File: src/rtl/wb_master_interface.sv
// rtl/wb_master_interface.sv - Wishbone B4 pipelined single-beat initiator behind a valid/ready request/response channel
// Optional feature macro: WB_MASTER_TIMEOUT_EN (ack timeout with error response, TIMEOUT_CYCLES parameter)
module wb_master_interface #(
   parameter int unsigned TIMEOUT_CYCLES = 256
) (
   input  logic        clk_i,
   input  logic        rst_i,
   input  logic        req_valid_i,
   output logic        req_ready_o,
   input  logic [31:0] req_addr_i,
   input  logic        req_we_i,
   input  logic [3:0]  req_sel_i,
   input  logic [31:0] req_data_i,
   output logic        rsp_valid_o,
   input  logic        rsp_ready_i,
   output logic [31:0] rsp_data_o,
   output logic        rsp_err_o,
   output logic [31:0] wb_adr_o,
   output logic [31:0] wb_dat_o,
   input  logic [31:0] wb_dat_i,
   output logic        wb_we_o,
   output logic [3:0]  wb_sel_o,
   output logic        wb_stb_o,
   input  logic        wb_ack_i,
   output logic        wb_cyc_o,
   input  logic        wb_stall_i
);

   typedef enum logic [1:0] {
      ST_IDLE,
      ST_REQUEST,
      ST_WAIT_ACK,
      ST_RESPOND
   } state_t;

   state_t      r_state, w_state_nxt;
   logic        r_cyc, w_cyc_nxt;
   logic        r_stb, w_stb_nxt;
   logic        r_we, w_we_nxt;
   logic [31:0] r_adr, w_adr_nxt;
   logic [31:0] r_dat, w_dat_nxt;
   logic [3:0]  r_sel, w_sel_nxt;
   logic        r_rsp_valid, w_rsp_valid_nxt;
   logic [31:0] r_rsp_data, w_rsp_data_nxt;
   logic        w_ack_ok;

`ifdef WB_MASTER_TIMEOUT_EN
   logic [15:0] r_tmo_cnt, w_tmo_cnt_nxt;
   logic        r_rsp_err, w_rsp_err_nxt;
   logic        w_timeout;

   assign w_timeout = (r_tmo_cnt == 16'(TIMEOUT_CYCLES - 1));
   assign rsp_err_o = r_rsp_err;
`else
   assign rsp_err_o = 1'b0;
`endif

   // An ack only counts once the strobe has been accepted (or in the same cycle it is)
   assign w_ack_ok = ((r_state == ST_REQUEST) && !wb_stall_i && wb_ack_i) ||
                     ((r_state == ST_WAIT_ACK) && wb_ack_i);

   assign req_ready_o = (r_state == ST_IDLE);
   assign rsp_valid_o = r_rsp_valid;
   assign rsp_data_o  = r_rsp_data;
   assign wb_adr_o    = r_adr;
   assign wb_dat_o    = r_dat;
   assign wb_we_o     = r_we;
   assign wb_sel_o    = r_sel;
   assign wb_stb_o    = r_stb;
   assign wb_cyc_o    = r_cyc;

   // Next-state and next-output logic for the single-beat bus cycle
   always_comb begin
      w_state_nxt     = r_state;
      w_cyc_nxt       = r_cyc;
      w_stb_nxt       = r_stb;
      w_we_nxt        = r_we;
      w_adr_nxt       = r_adr;
      w_dat_nxt       = r_dat;
      w_sel_nxt       = r_sel;
      w_rsp_valid_nxt = r_rsp_valid;
      w_rsp_data_nxt  = r_rsp_data;
`ifdef WB_MASTER_TIMEOUT_EN
      w_rsp_err_nxt   = r_rsp_err;
      w_tmo_cnt_nxt   = r_tmo_cnt;
`endif
      case (r_state)
         ST_IDLE: begin
            if (req_valid_i) begin
               w_adr_nxt   = req_addr_i;
               w_dat_nxt   = req_data_i;
               w_we_nxt    = req_we_i;
               w_sel_nxt   = req_sel_i;
               w_cyc_nxt   = 1'b1;
               w_stb_nxt   = 1'b1;
               w_state_nxt = ST_REQUEST;
`ifdef WB_MASTER_TIMEOUT_EN
               w_tmo_cnt_nxt = 16'd0;
`endif
            end
         end
         ST_REQUEST, ST_WAIT_ACK: begin
            if (w_ack_ok) begin
               w_cyc_nxt       = 1'b0;
               w_stb_nxt       = 1'b0;
               w_rsp_valid_nxt = 1'b1;
               w_rsp_data_nxt  = r_we ? 32'd0 : wb_dat_i;
               w_state_nxt     = ST_RESPOND;
`ifdef WB_MASTER_TIMEOUT_EN
               w_rsp_err_nxt   = 1'b0;
`endif
            end else begin
               if ((r_state == ST_REQUEST) && !wb_stall_i) begin
                  w_stb_nxt   = 1'b0;
                  w_state_nxt = ST_WAIT_ACK;
               end
`ifdef WB_MASTER_TIMEOUT_EN
               if (w_timeout) begin
                  w_cyc_nxt       = 1'b0;
                  w_stb_nxt       = 1'b0;
                  w_rsp_valid_nxt = 1'b1;
                  w_rsp_err_nxt   = 1'b1;
                  w_rsp_data_nxt  = 32'd0;
                  w_state_nxt     = ST_RESPOND;
               end else begin
                  w_tmo_cnt_nxt = r_tmo_cnt + 16'd1;
               end
`endif
            end
         end
         ST_RESPOND: begin
            if (rsp_ready_i) begin
               w_rsp_valid_nxt = 1'b0;
               w_state_nxt     = ST_IDLE;
            end
         end
         default: w_state_nxt = ST_IDLE;
      endcase
   end

   // State and registered outputs; reset abandons any bus cycle in flight
   always_ff @(posedge clk_i) begin
      if (rst_i) begin
         r_state     <= ST_IDLE;
         r_cyc       <= 1'b0;
         r_stb       <= 1'b0;
         r_we        <= 1'b0;
         r_adr       <= 32'd0;
         r_dat       <= 32'd0;
         r_sel       <= 4'd0;
         r_rsp_valid <= 1'b0;
         r_rsp_data  <= 32'd0;
`ifdef WB_MASTER_TIMEOUT_EN
         r_rsp_err   <= 1'b0;
         r_tmo_cnt   <= 16'd0;
`endif
      end else begin
         r_state     <= w_state_nxt;
         r_cyc       <= w_cyc_nxt;
         r_stb       <= w_stb_nxt;
         r_we        <= w_we_nxt;
         r_adr       <= w_adr_nxt;
         r_dat       <= w_dat_nxt;
         r_sel       <= w_sel_nxt;
         r_rsp_valid <= w_rsp_valid_nxt;
         r_rsp_data  <= w_rsp_data_nxt;
`ifdef WB_MASTER_TIMEOUT_EN
         r_rsp_err   <= w_rsp_err_nxt;
         r_tmo_cnt   <= w_tmo_cnt_nxt;
`endif
      end
   end

endmodule

File: config.mk
export PLATFORM = sky130hd
export DESIGN_NAME = wb_master_interface
export DESIGN_NICKNAME = d
export VERILOG_FILES = /design/src/rtl/wb_master_interface.sv
export SDC_FILE = /design/constraint.sdc
export NUM_CORES = 1
export LEC_CHECK = 0
export BUFFER_PORTS_ARGS = -buffer_cell sky130_fd_sc_hd__clkbuf_2
export CAP_MARGIN = 20
export CORE_ASPECT_RATIO = 1.4
export CORE_MARGIN = 3
export CORE_UTILIZATION = 48
export DETAILED_ROUTE_END_ITERATION = 7
export PLACE_DENSITY = 0.85
export SYNTH_ARGS = -nofsm -noshare
export SYNTH_HDL_FRONTEND = slang
export SYNTH_SLANG_ARGS = --single-unit
File: constraint.sdc
create_clock -name clk_i -period 3.45 [get_ports clk_i]
set_input_delay 0 -clock clk_i [delete_from_list [all_inputs] [get_ports clk_i]]
set_output_delay 0 -clock clk_i [all_outputs]
set_load 0.02 [all_outputs]
# After elaboration in Yosys (flattened, before gate mapping)
# Index checks and enable logic that the tools add are counted.
# W data, S select, Z words.
word_totals:
  reg_bits: 106
  in_bits: 107
  out_inout_bits: 106
  word_cells: 46
op_classes:
  reduce_logical: 15
  n_eq_ne: 7
  n_mux: 15
ops:
  columns: ["operator", "count"]
  rows:
  - ["$mux W32", 1]
  - ["$reduce_and A3 Y1", 4]
  - ["$mux W2", 4]
  - ["$mux W1", 6]
  - ["$ne A2 B2 Y1 const B", 3]
  - ["$pmux W1 S2", 3]
  - ["$pmux W2 S3", 1]
  - ["$eq A2 B2 Y1 const B", 2]
  - ["$reduce_and A2 Y1", 2]
  - ["$reduce_bool A2 Y1", 2]
  - ["$logic_and A1 B1 Y1", 3]
  - ["$ne A3 B3 Y1 const B", 1]
  - ["$eq A2 B1 Y1 const B", 1]
  - ["$logic_not A2 Y1", 1]
  - ["$reduce_or A2 Y1", 1]
  - ["$logic_not A1 Y1", 1]
  - ["$logic_or A1 B1 Y1", 1]

# Logic depth before layout (Yosys ltp)
# Gate-level depths: netlist of the first run.
depth:
  depth_word: 6
  depth_mapped: 7

# Worst setup path after synthesis of the first run
# Ideal clock, no wire load.
synth_path:
  kind: "register to register"
  startpoint: "register r_state[0]"
  endpoint: "register r_cyc (netlist: wb_cyc_o)"
  path_buffers: 2
  arrival_time_ns: 1.373
  slack_ns: 1.949
  synth_period_minus_slack_ns: 1.501
  t_required_ns: 3.322
  stages_incl_launch_ff: 8
  path_cell_list: "dfxtp_1 -> inv_1 -> ha_1 -> and2_1 -> buf_2 -> buf_2 -> a22oi_1 -> nor2_1"
synth_rtl:
  columns: ["element", "line", "text"]
  rows:
  - ["start: declaration", "36", "state_t r_state, w_state_nxt;"]
  - ["start signal: assignment", "158", "r_state <= w_state_nxt;"]
  - ["$logic_not A2 Y1 *", null, null]
  - ["named net req_ready_o", "9", "output logic req_ready_o,"]
  - ["$ne A2 B2 Y1 (no line) / $reduce_bool A2 Y1 (equally long branches)", null, null]
  - ["$reduce_and A3 Y1 (no line)", null, null]
  - ["end signal: assignment", "159", "r_cyc <= w_cyc_nxt;"]
  - ["end: declaration", "37", "logic r_cyc, w_cyc_nxt;"]
# The timed path passes the listed nets; every way through them passes the cells marked *.
# A chain may end at the register's enable or synchronous reset.

# Worst setup path in the final report of the first run
layout_path:
  startpoint: "register r_state[0]"
  endpoint: "register r_adr[19] (netlist: wb_adr_o[19])"
layout_via:
  elab_chain_cells: 2
layout_rtl:
  columns: ["element", "line", "text"]
  rows:
  - ["$logic_not A2 Y1", "87", "case (r_state)"]
  - ["$reduce_and A2 Y1 (no line)", null, null]
  - ["end signal: assignment", "162", "r_adr <= w_adr_nxt;"]
  - ["end: declaration", "40", "logic [31:0] r_adr, w_adr_nxt;"]
# No other way between the ends.

==> results by group, run 1 <==
Outcome
  • Status: finished, final reports clean

Finish
  • Final net count: 883
  • Final cell count without fillers: 877
  • Area delta synth->final: 57.3%
  • Layout cell share with drive strength beyond 1: 30.3%
  • Core Util, Final: about four fifths

Global route
  • Largest net degree at the start of global routing: 106
  • Grt ovf: 0
  • Initial antenna violation count: 1
  • GRT Overall Usage: 29.0%
  • First-pass GRT wire length: approximately 22,000 um
  • Vias in the first global route: 4,545

Setup path
  • Critical Path RT: 3.73 ns
  • Crit path largest cell delay: 0.59 ns
  • Setup CP Type: reg2reg
  • CP startpoint kind: register
  • Crit-path cells: inv_1, ha_1, and2_2, buf_4, nand2_1, a21oi_1
  • Critical Path Fanout Max: 38
  • Arr. time, crit path: 2.41 ns
  • CP endpoint kind: register
  • Slowest stage cell, crit path: and2_2

STA
  • Final setup viols: 0
  • Slew Limit Fails: 0
  • Setup Skew: 0.00705 ns
  • Final worst-path cycle share: 61.7%
  • Achievable Freq: 0.469 GHz
  • Setup_tns: 0 ns
  • Worst slew margin: between 20 and 30%
  • Final worst setup slack: 1.32 ns
  • Min Tclk post-route: 2.13 ns
  • Worst hold slack: 0.123 ns
  • RSZ-0062 raised after global routing: false
  • Worst slew pin tran: 1.06 ns
  • Endpoints failing hold: 0

Detailed routing
  • DRC Markers: 0
  • DR iter-0 viols: 272
  • Drt wl/cell: 16.0 um
  • DRT Pass-1 Iters: 6
  • Vias: 4,527
  • Vias/cell: 5.16
  • DRT antenna net count: 0
  • Post-Route WL: between 10,000 and 15,000 um

Clock tree
  • Clock buffer depth: 2
  • Reg clk slew, reported paths: roughly 0.10 ns
  • Clk Latency, worst-skew pair: 0.38 ns
  • H-Tree Depth: 3
  • PostCTS Resize Cnt: 0
  • CTS buffer count: 9
  • CTS tree: built
  • Clock Sink Count: 106
  • Root Buffer: clkbuf_8

Yosys
  • Ys async rst share: 0%
  • Seq cells post-synth: 106
  • Post-synthesis cell type with the largest combined area: dfxtp_1
  • Most frequent cell after synthesis: nand2_1
  • Synthesized area: 3960 um2
  • Synth top area cells: dfxtp_1, nand2_1, a21oi_1
  • Yosys warns: 0
  • Mean Syn Cell Area: 8.19 um2
  • Mapped Cells: between 400 and 500
  • Top cell type's share of synthesized area: between 50% and 60%
  • Top cells by count, synth: nand2_1, dfxtp_1, a21oi_1, nand3b_1, buf_2
  • EDFF count, synth: 0
  • Main flop type after synthesis: dfxtp_1
  • Syn_nets: about 600
  • Seq/Total Area, Yosys: 53.5%
  • Synth cell types: 27

Placement
  • Setup WS pre-CTS: approximately 1.4 ns
  • Number of buffers added on ports: 211
  • Dpl cells: 759
  • Final GP Congestion: 0.826
  • Placed wire-length estimate: 7570 um

Floorplan
  • Chip width: approximately 83 um
  • Core area: 7890 um2
  • Boundary pin count: 213
  • Initial core utilization: around half
  • Area of the die: about 9400 um2
  • Die H: 114 um
  • Cell Rows: 38

Pwr
  • Leakage: 2.79 nW
  • Pwr Density: 586 nW/um2
  • Maximum vdd drop: 0.496 mV

Run
  • Max cap viols: 0

Worst hold path
  • Worst hold path type: in2reg
[metal layers]
layer | vias up | share of wire [%] | track usage [%]
met5 | - | 0 | 0
met2 | 243 | 50 | 51.0
li1 | 2160 | - | -
met1 | 2039 | 35 | 28.2
met4 | 0 | 7.9 | 24.3
met3 | 85 | 6.8 | 7.73
[what timing repair did]
| action | in CTS | in global routing |
|---|---|---|
| endpoints found under the hold margin | 103 | 0 |
| hold buffers | 102 | 0 |
| setup endpoints to repair | 0 | 0 |
| buffers inserted | 0 | 0 |
[report_power, final]
part	total, mW	internal (mW)	leakage, nW	switching [mW]
Sequential	1.52	1.40	0.865	0.116
Clock	0.861	0.446	0.116	0.415
Combinational	1.27	0.459	1.81	0.809
Total	3.65	2.31	2.79	1.34
[logic make-up after synthesis]
logic type	count (synthesis)	share of synthesized area (%)
DFF	106	53.5
AOI/OAI and AO/OA	115	15.9
buffers and inverters	44	5.46
other	1	0.0946
adders and majority gates	4	1.26
and+or+nand+nor	214	23.7
[cells in the final DEF (no fill, tap or decap), types with 2 or more instances in the layout]
cell type and n:
dlygate4sd3_1 102, o21ai_0 4, nand2_1 174, clkbuf_8 11, a21oi_1 102, buf_4 2, nand3b_1 32, dfxtp_1 106
clkbuf_2 210, nor2_1 3, inv_1 5, nand2b_1 2, ha_1 4, bufinv_16 2
[final timing paths]
path                  start        endpoint  slack (ns)  cells after the start
max reg2reg      r_state[0]    wb_adr_o[19]        1.32                      6
min reg2reg  rsp_data_o[19]  rsp_data_o[19]        0.46                      2
min                wb_ack_i        wb_stb_o        0.12                      4
max              r_state[0]    wb_adr_o[19]        1.32                      6
[state kept, by name, indices dropped and copies added (netlist names), 2 cells and up]
signal	flops
wb_adr_o	32
r_state	2
wb_dat_o	32
rsp_data_o	32
wb_sel_o	4
[final cells by class]
cell class              count  area, um2
repair buffers            315       2110
fillers                   478       1660
clock inverters             4       73.8
inverters                   6       22.5
multi-input cells         334       1630
flip-flops and latches    106       2120
diodes                      1       2.50
well taps                 100        125
clock buffers              11        151
[critical path: cells and delay by family (launching register included)]
kind                     cells  cell delay, ns
AND/OR/NAND/NOR              2            0.68
buffers and inverters        2            0.57
flip-flops                   1            0.34
adder cells (fa/ha/maj)      1            0.23
AO/OA/AOI/OAI                1            0.20
[per-stage QoR]
step | total power [mW] | area, um2
after floorplan | 2.34 | 3960
after global placement | 2.63 | 4960
after detailed placement | 2.68 | 4980
after CTS | 3.62 | 6230
after global routing | 3.84 | 6230
final | 3.65 | 6230
No activity file was read; power rests on OpenSTA's default activity.
==> inputs of run 2 (changes only) <==
--- a/config.mk
+++ b/config.mk
@@ -9,9 +9,9 @@
 export CAP_MARGIN = 20
 export CORE_ASPECT_RATIO = 1.4
 export CORE_MARGIN = 3
-export CORE_UTILIZATION = 48
+export CORE_UTILIZATION = 44
 export DETAILED_ROUTE_END_ITERATION = 7
-export PLACE_DENSITY = 0.85
+export PLACE_DENSITY = 0.79
 export SYNTH_ARGS = -nofsm -noshare
 export SYNTH_HDL_FRONTEND = slang
 export SYNTH_SLANG_ARGS = --single-unit
==> constraint.sdc (replaced) <==
create_clock -name clk_i -period 2.2 [get_ports clk_i]
set_input_delay 0 -clock clk_i [delete_from_list [all_inputs] [get_ports clk_i]]
set_output_delay 0 -clock clk_i [all_outputs]
set_load 0.02 [all_outputs]
==> run 2 against run 1 <==
Clock skew shrank 0.0032 ns. Final area is 1.2% higher. Die area rose by 8.5%. Largest power group unchanged. Global-route usage down 3.6 points. Hold slack improved by 0.016 ns. Worst setup slack got worse by 1.1 ns. Clock power is 74% higher. Non-clock buffer count is 4 higher. First-iteration DRC count fell by 25%.
==> results by group, run 2 (synthesis results as in run 1) <==
STA
  • Worst hold slack: 0.139 ns
  • Final setup viols: 0
  • RSZ-0062 raised after global routing: false
  • Setup_tns: 0 ns
  • Slew Limit Fails: 0
  • Worst slew margin: 42.8%
  • Achievable Freq: around 0.5 GHz
  • Min Tclk post-route: 1.97 ns
  • Setup Skew: 0.00386 ns
  • Final worst setup slack: roughly 0.23 ns
  • Endpoints failing hold: 0
  • Final worst-path cycle share: between 80% and 90%
  • Worst slew pin tran: 0.856 ns

Floorplan
  • Core area: between 8000 and 9000 um2
  • Chip width: roughly 86 um
  • Boundary pin count: around 210
  • Cell Rows: 40
  • Initial core utilization: 45.8%
  • Die H: 118 um
  • Area of the die: 10,200 um2

Finish
  • Most frequent cells in the layout: clkbuf_2, nand2_1, dfxtp_1
  • Antenna diode count: 0
  • Area delta synth->final: 59.2%
  • Final cell count without fillers: 884
  • Layout cell share with drive strength beyond 1: 30.6%
  • Design area: 6310 um2
  • Core Util, Final: 72.9%
  • Multi-input logic area: 1630 um2
  • Seq. cell area: 2120 um2
  • Final net count: around 890
  • Filler cell count: 592
  • Most common cell after layout, fill and taps aside: clkbuf_2

Worst hold path
  • Worst hold path type: in2reg
  • Hold path depth: 4

Setup path
  • Critical Path Fanout Max: 33
  • CP startpoint kind: register
  • R2R cell count: 5
  • Arr. time, crit path: 2.21 ns
  • Crit path largest cell delay: 0.72 ns
  • Slowest stage cell, crit path: o211ai_4
  • Crit-path cells: inv_1, ha_1, o211ai_4, nand2_1, a311oi_1
  • Critical Path RT: 2.44 ns
  • CP endpoint kind: register
  • Setup CP Type: reg2reg

Clock tree
  • H-Tree Depth: 3
  • CTS buffer count: 9
  • PostCTS Resize Cnt: 0
  • Post-CTS Setup Repair Bufs: 0
  • Reg clk slew, reported paths: 0.06 ns
  • Clock buffer depth: 2
  • CTS tree: built
  • Post-CTS Hold Fix Bufs: 102
  • Root Buffer: clkbuf_16
  • Clock Sink Count: 106
  • Clk Latency, worst-skew pair: 0.33 ns

Detailed routing
  • DRT Pass-1 Iters: 5
  • Vias: 4,509
  • Post-Route WL: 13,300 um
  • DRC Markers: 0
  • Drt wl/cell: approximately 15 um
  • Vias/cell: 5.10
  • DR iter-0 viols: 204
  • DRT antenna net count: 0

Placement
  • Placed wire-length estimate: ~7800 um
  • Dpl cells: approximately 770
  • Setup WS pre-CTS: 0.223 ns
  • Number of buffers added on ports: approximately 210
  • Placed Area: 5010 um2
  • Final GP Congestion: 0.781

Global route
  • M1 GR Usage: 26.4%
  • Initial antenna violation count: 0
  • First-pass GRT wire length: 21,100 um
  • Vias in the first global route: 4,580
  • Layer with the highest usage: met2
  • Largest net degree at the start of global routing: 69
  • Met3 Use GR: 4.18%
  • Grt ovf: 0
  • GRT Overall Usage: between 20% and 30%
  • Met2 Usage GRT: 45.5%

Pwr
  • Pwr Density: between 900 and 1000 nW/um2
  • Leakage: 2.83 nW
  • Maximum vdd drop: about 0.66 mV
  • Total Power: between 5 and 6 mW

Outcome
  • Status: finished, final reports clean

Run
  • Max cap viols: 0
-- run 2: cell types whose count changed in the layout (fill, tap and decap cells not counted), sizes merged --
cell      delta
clkinvlp     +1
clkbuf       +1
buf          +4
diode        -1
bufinv       -2
inv          -1
-- run 2: routing by layer --
metal	part of all wire [%]	vias up
met2	53	196
li1	-	2170
met4	6.1	0
met3	5.8	65
met1	35	2078
met5	0	-
-- run 2: worst paths after layout --
path,startpoint,end,slack (ns)
max reg2reg,r_state[0],rsp_valid_o,0.23
min,req_valid_i,wb_cyc_o,0.14
min reg2reg,rsp_data_o[20],rsp_data_o[20],0.45
max,r_state[0],rsp_valid_o,0.23
-- run 2: power by group --
part / total [mW] / switching (mW) / leakage, nW / internal, mW
Sequential: 2.38 / 0.175 / 0.865 / 2.20
Clock: 1.50 / 0.651 / 0.137 / 0.846
Combinational: 1.98 / 1.26 / 1.83 / 0.721
Total: 5.86 / 2.09 / 2.83 / 3.77
-- run 2: final cells by class --
class,instances,share of cell area [%]
inverter,6,0.357
tap,105,2.08
timing repair buffer,319,33.7
sequential,106,33.6
clock buffer,12,4.22
clock inverter,2,0.198
multi-input combinational,334,25.8
-- run 2: worst max-delay path: cells and delay by family (launching register included) --
kind,cells,cell delay [ns]
adder cells (fa/ha/maj),1,0.30
buffers and inverters,1,0.10
flip-flops,1,0.36
AND/OR/NAND/NOR,1,0.12
AO/OA/AOI/OAI,2,0.99
==> inputs of run 3 (changes only) <==
--- a/config.mk
+++ b/config.mk
@@ -11,6 +11,7 @@
 export CORE_MARGIN = 3
 export CORE_UTILIZATION = 44
 export DETAILED_ROUTE_END_ITERATION = 7
+export MAX_ROUTING_LAYER = met4
 export PLACE_DENSITY = 0.79
 export SYNTH_ARGS = -nofsm -noshare
 export SYNTH_HDL_FRONTEND = slang
==> run 3 against run 2 <==
Global-route usage is 0.79 points higher. First-iteration DRC count increased by 4.4%. Cell count is the same. Worst setup slack better by 0.0039 ns. Core utilization did not move. Clock skew increased by 0.0013 ns. Sequential share of layout area stayed put. Critical path depth stayed put. Clock-buffer cell count unchanged. Fmax increased by 0.20%. Flip-flop and latch count unchanged. Die area unchanged. Critical path type unchanged. Critical endpoint unchanged. Highest routed layer unchanged.
==> results by group, run 3 (synthesis results as in run 1) <==
Outcome
  • Status: finished, final reports clean

Floorplan
  • Core area: between 8000 and 9000 um2
  • Chip width: approximately 86 um
  • Die H: 118 um
  • Cell Rows: 40
  • Boundary pin count: around 210
  • Area of the die: between 10,000 and 15,000 um2
  • Initial core utilization: a little under half

Pwr
  • Pwr Density: 929 nW/um2
  • Leakage: 2.83 nW
  • Total Power: 5.86 mW
  • Maximum vdd drop: 0.656 mV

Global route
  • Met2 Usage GRT: 45.7%
  • First-pass GRT wire length: between 20,000 and 25,000 um
  • GRT Overall Usage: a little over a quarter
  • Grt ovf: 0
  • Vias in the first global route: 4,580
  • Largest net degree at the start of global routing: 69
  • Initial antenna violation count: 0
  • Layer with the highest usage: met2
  • Met3 Use GR: 3.00%
  • M1 GR Usage: between 20 and 30%

Clock tree
  • Clk Latency, worst-skew pair: about 0.33 ns
  • H-Tree Depth: 3
  • Post-CTS Setup Repair Bufs: 0
  • PostCTS Resize Cnt: 0
  • Reg clk slew, reported paths: 0.07 ns
  • Root Buffer: clkbuf_16
  • CTS tree: built
  • Clock buffer depth: 2
  • CTS buffer count: 9
  • Post-CTS Hold Fix Bufs: 102
  • Clock Sink Count: ~110

Detailed routing
  • Vias: 4,548
  • Vias/cell: 5.14
  • Post-Route WL: 13,300 um
  • DRC Markers: 0
  • DRT Pass-1 Iters: 4
  • DR iter-0 viols: approximately 210
  • DRT antenna net count: 0
  • Drt wl/cell: 15.1 um

STA
  • RSZ-0062 raised after global routing: false
  • Final setup viols: 0
  • Achievable Freq: 0.510 GHz
  • Min Tclk post-route: 1.96 ns
  • Worst hold slack: 0.138 ns
  • Endpoints failing hold: 0
  • Worst slew margin: 42.8%
  • Setup_tns: 0 ns
  • Worst slew pin tran: 0.856 ns
  • Final worst setup slack: around 0.24 ns
  • Setup Skew: 0.00511 ns
  • Slew Limit Fails: 0
  • Final worst-path cycle share: 89.2%

Finish
  • Most frequent cells in the layout: clkbuf_2, nand2_1, dfxtp_1
  • Final net count: between 800 and 900
  • Area delta synth->final: 59.2%
  • Layout cell share with drive strength beyond 1: between 30% and 40%
  • Core Util, Final: 72.9%
  • Most common cell after layout, fill and taps aside: clkbuf_2
  • Filler cell count: 592
  • Final cell count without fillers: 884
  • Antenna diode count: 0
  • Design area: ~6300 um2
  • Seq. cell area: approximately 2100 um2
  • Multi-input logic area: ~1600 um2

Setup path
  • Crit-path cells: inv_1, ha_1, o211ai_4, nand2_1, a311oi_1
  • Crit path largest cell delay: 0.73 ns
  • CP startpoint kind: register
  • Critical Path RT: 2.44 ns
  • Arr. time, crit path: 2.20 ns
  • Setup CP Type: reg2reg
  • Slowest stage cell, crit path: o211ai_4
  • CP endpoint kind: register
  • Critical Path Fanout Max: 33

Placement
  • Placed Area: 5010 um2
  • Setup WS pre-CTS: about 0.22 ns
  • Final GP Congestion: just under 0.8
  • Placed wire-length estimate: 7760 um
  • Number of buffers added on ports: 211
  • Dpl cells: 768

Worst hold path
  • Worst hold path type: in2reg

Run
  • Max cap viols: 0
run 3: cell counts in the layout (fill, tap and decap cells not counted):
Identical to the previous run, type by type.
run 3: layer usage:
layer | up-vias | share of wire, %
li1 | 2168 | -
met1 | 2109 | 36
met2 | 208 | 53
met3 | 63 | 5.2
met4 | 0 | 5.9
met5 | - | 0
run 3: final timing paths:
kind                                startpoint             end  slack, ns  cells after the start
worst max-delay path                r_state[0]     rsp_valid_o       0.24                      5
worst min-delay path               req_valid_i        wb_cyc_o       0.14                      4
worst max register to register      r_state[0]     rsp_valid_o       0.24                      5
worst min register to register  rsp_data_o[20]  rsp_data_o[20]       0.45                      2
run 3: final cells by class:
cell class / instances / share of cell area, %
sequential: 106 / 33.6
tap: 105 / 2.08
timing repair buffer: 319 / 33.7
multi-input combinational: 334 / 25.8
clock inverter: 2 / 0.198
inverter: 6 / 0.357
clock buffer: 12 / 4.22
run 3: power breakdown:
group / total, mW / switching [mW] / leakage [nW] / internal, mW
clock: 1.49 / 0.649 / 0.137 / 0.846
sequential: 2.38 / 0.175 / 0.865 / 2.20
combinational: 1.99 / 1.27 / 1.83 / 0.721
run 3: critical path, delay by kind of cell (launching register included):
| kind | cells | cell delay, ns |
|---|---|---|
| compound gates | 2 | 1.00 |
| flops | 1 | 0.36 |
| fa+ha+maj | 1 | 0.30 |
| simple gates | 1 | 0.11 |
| buf+inv | 1 | 0.10 |
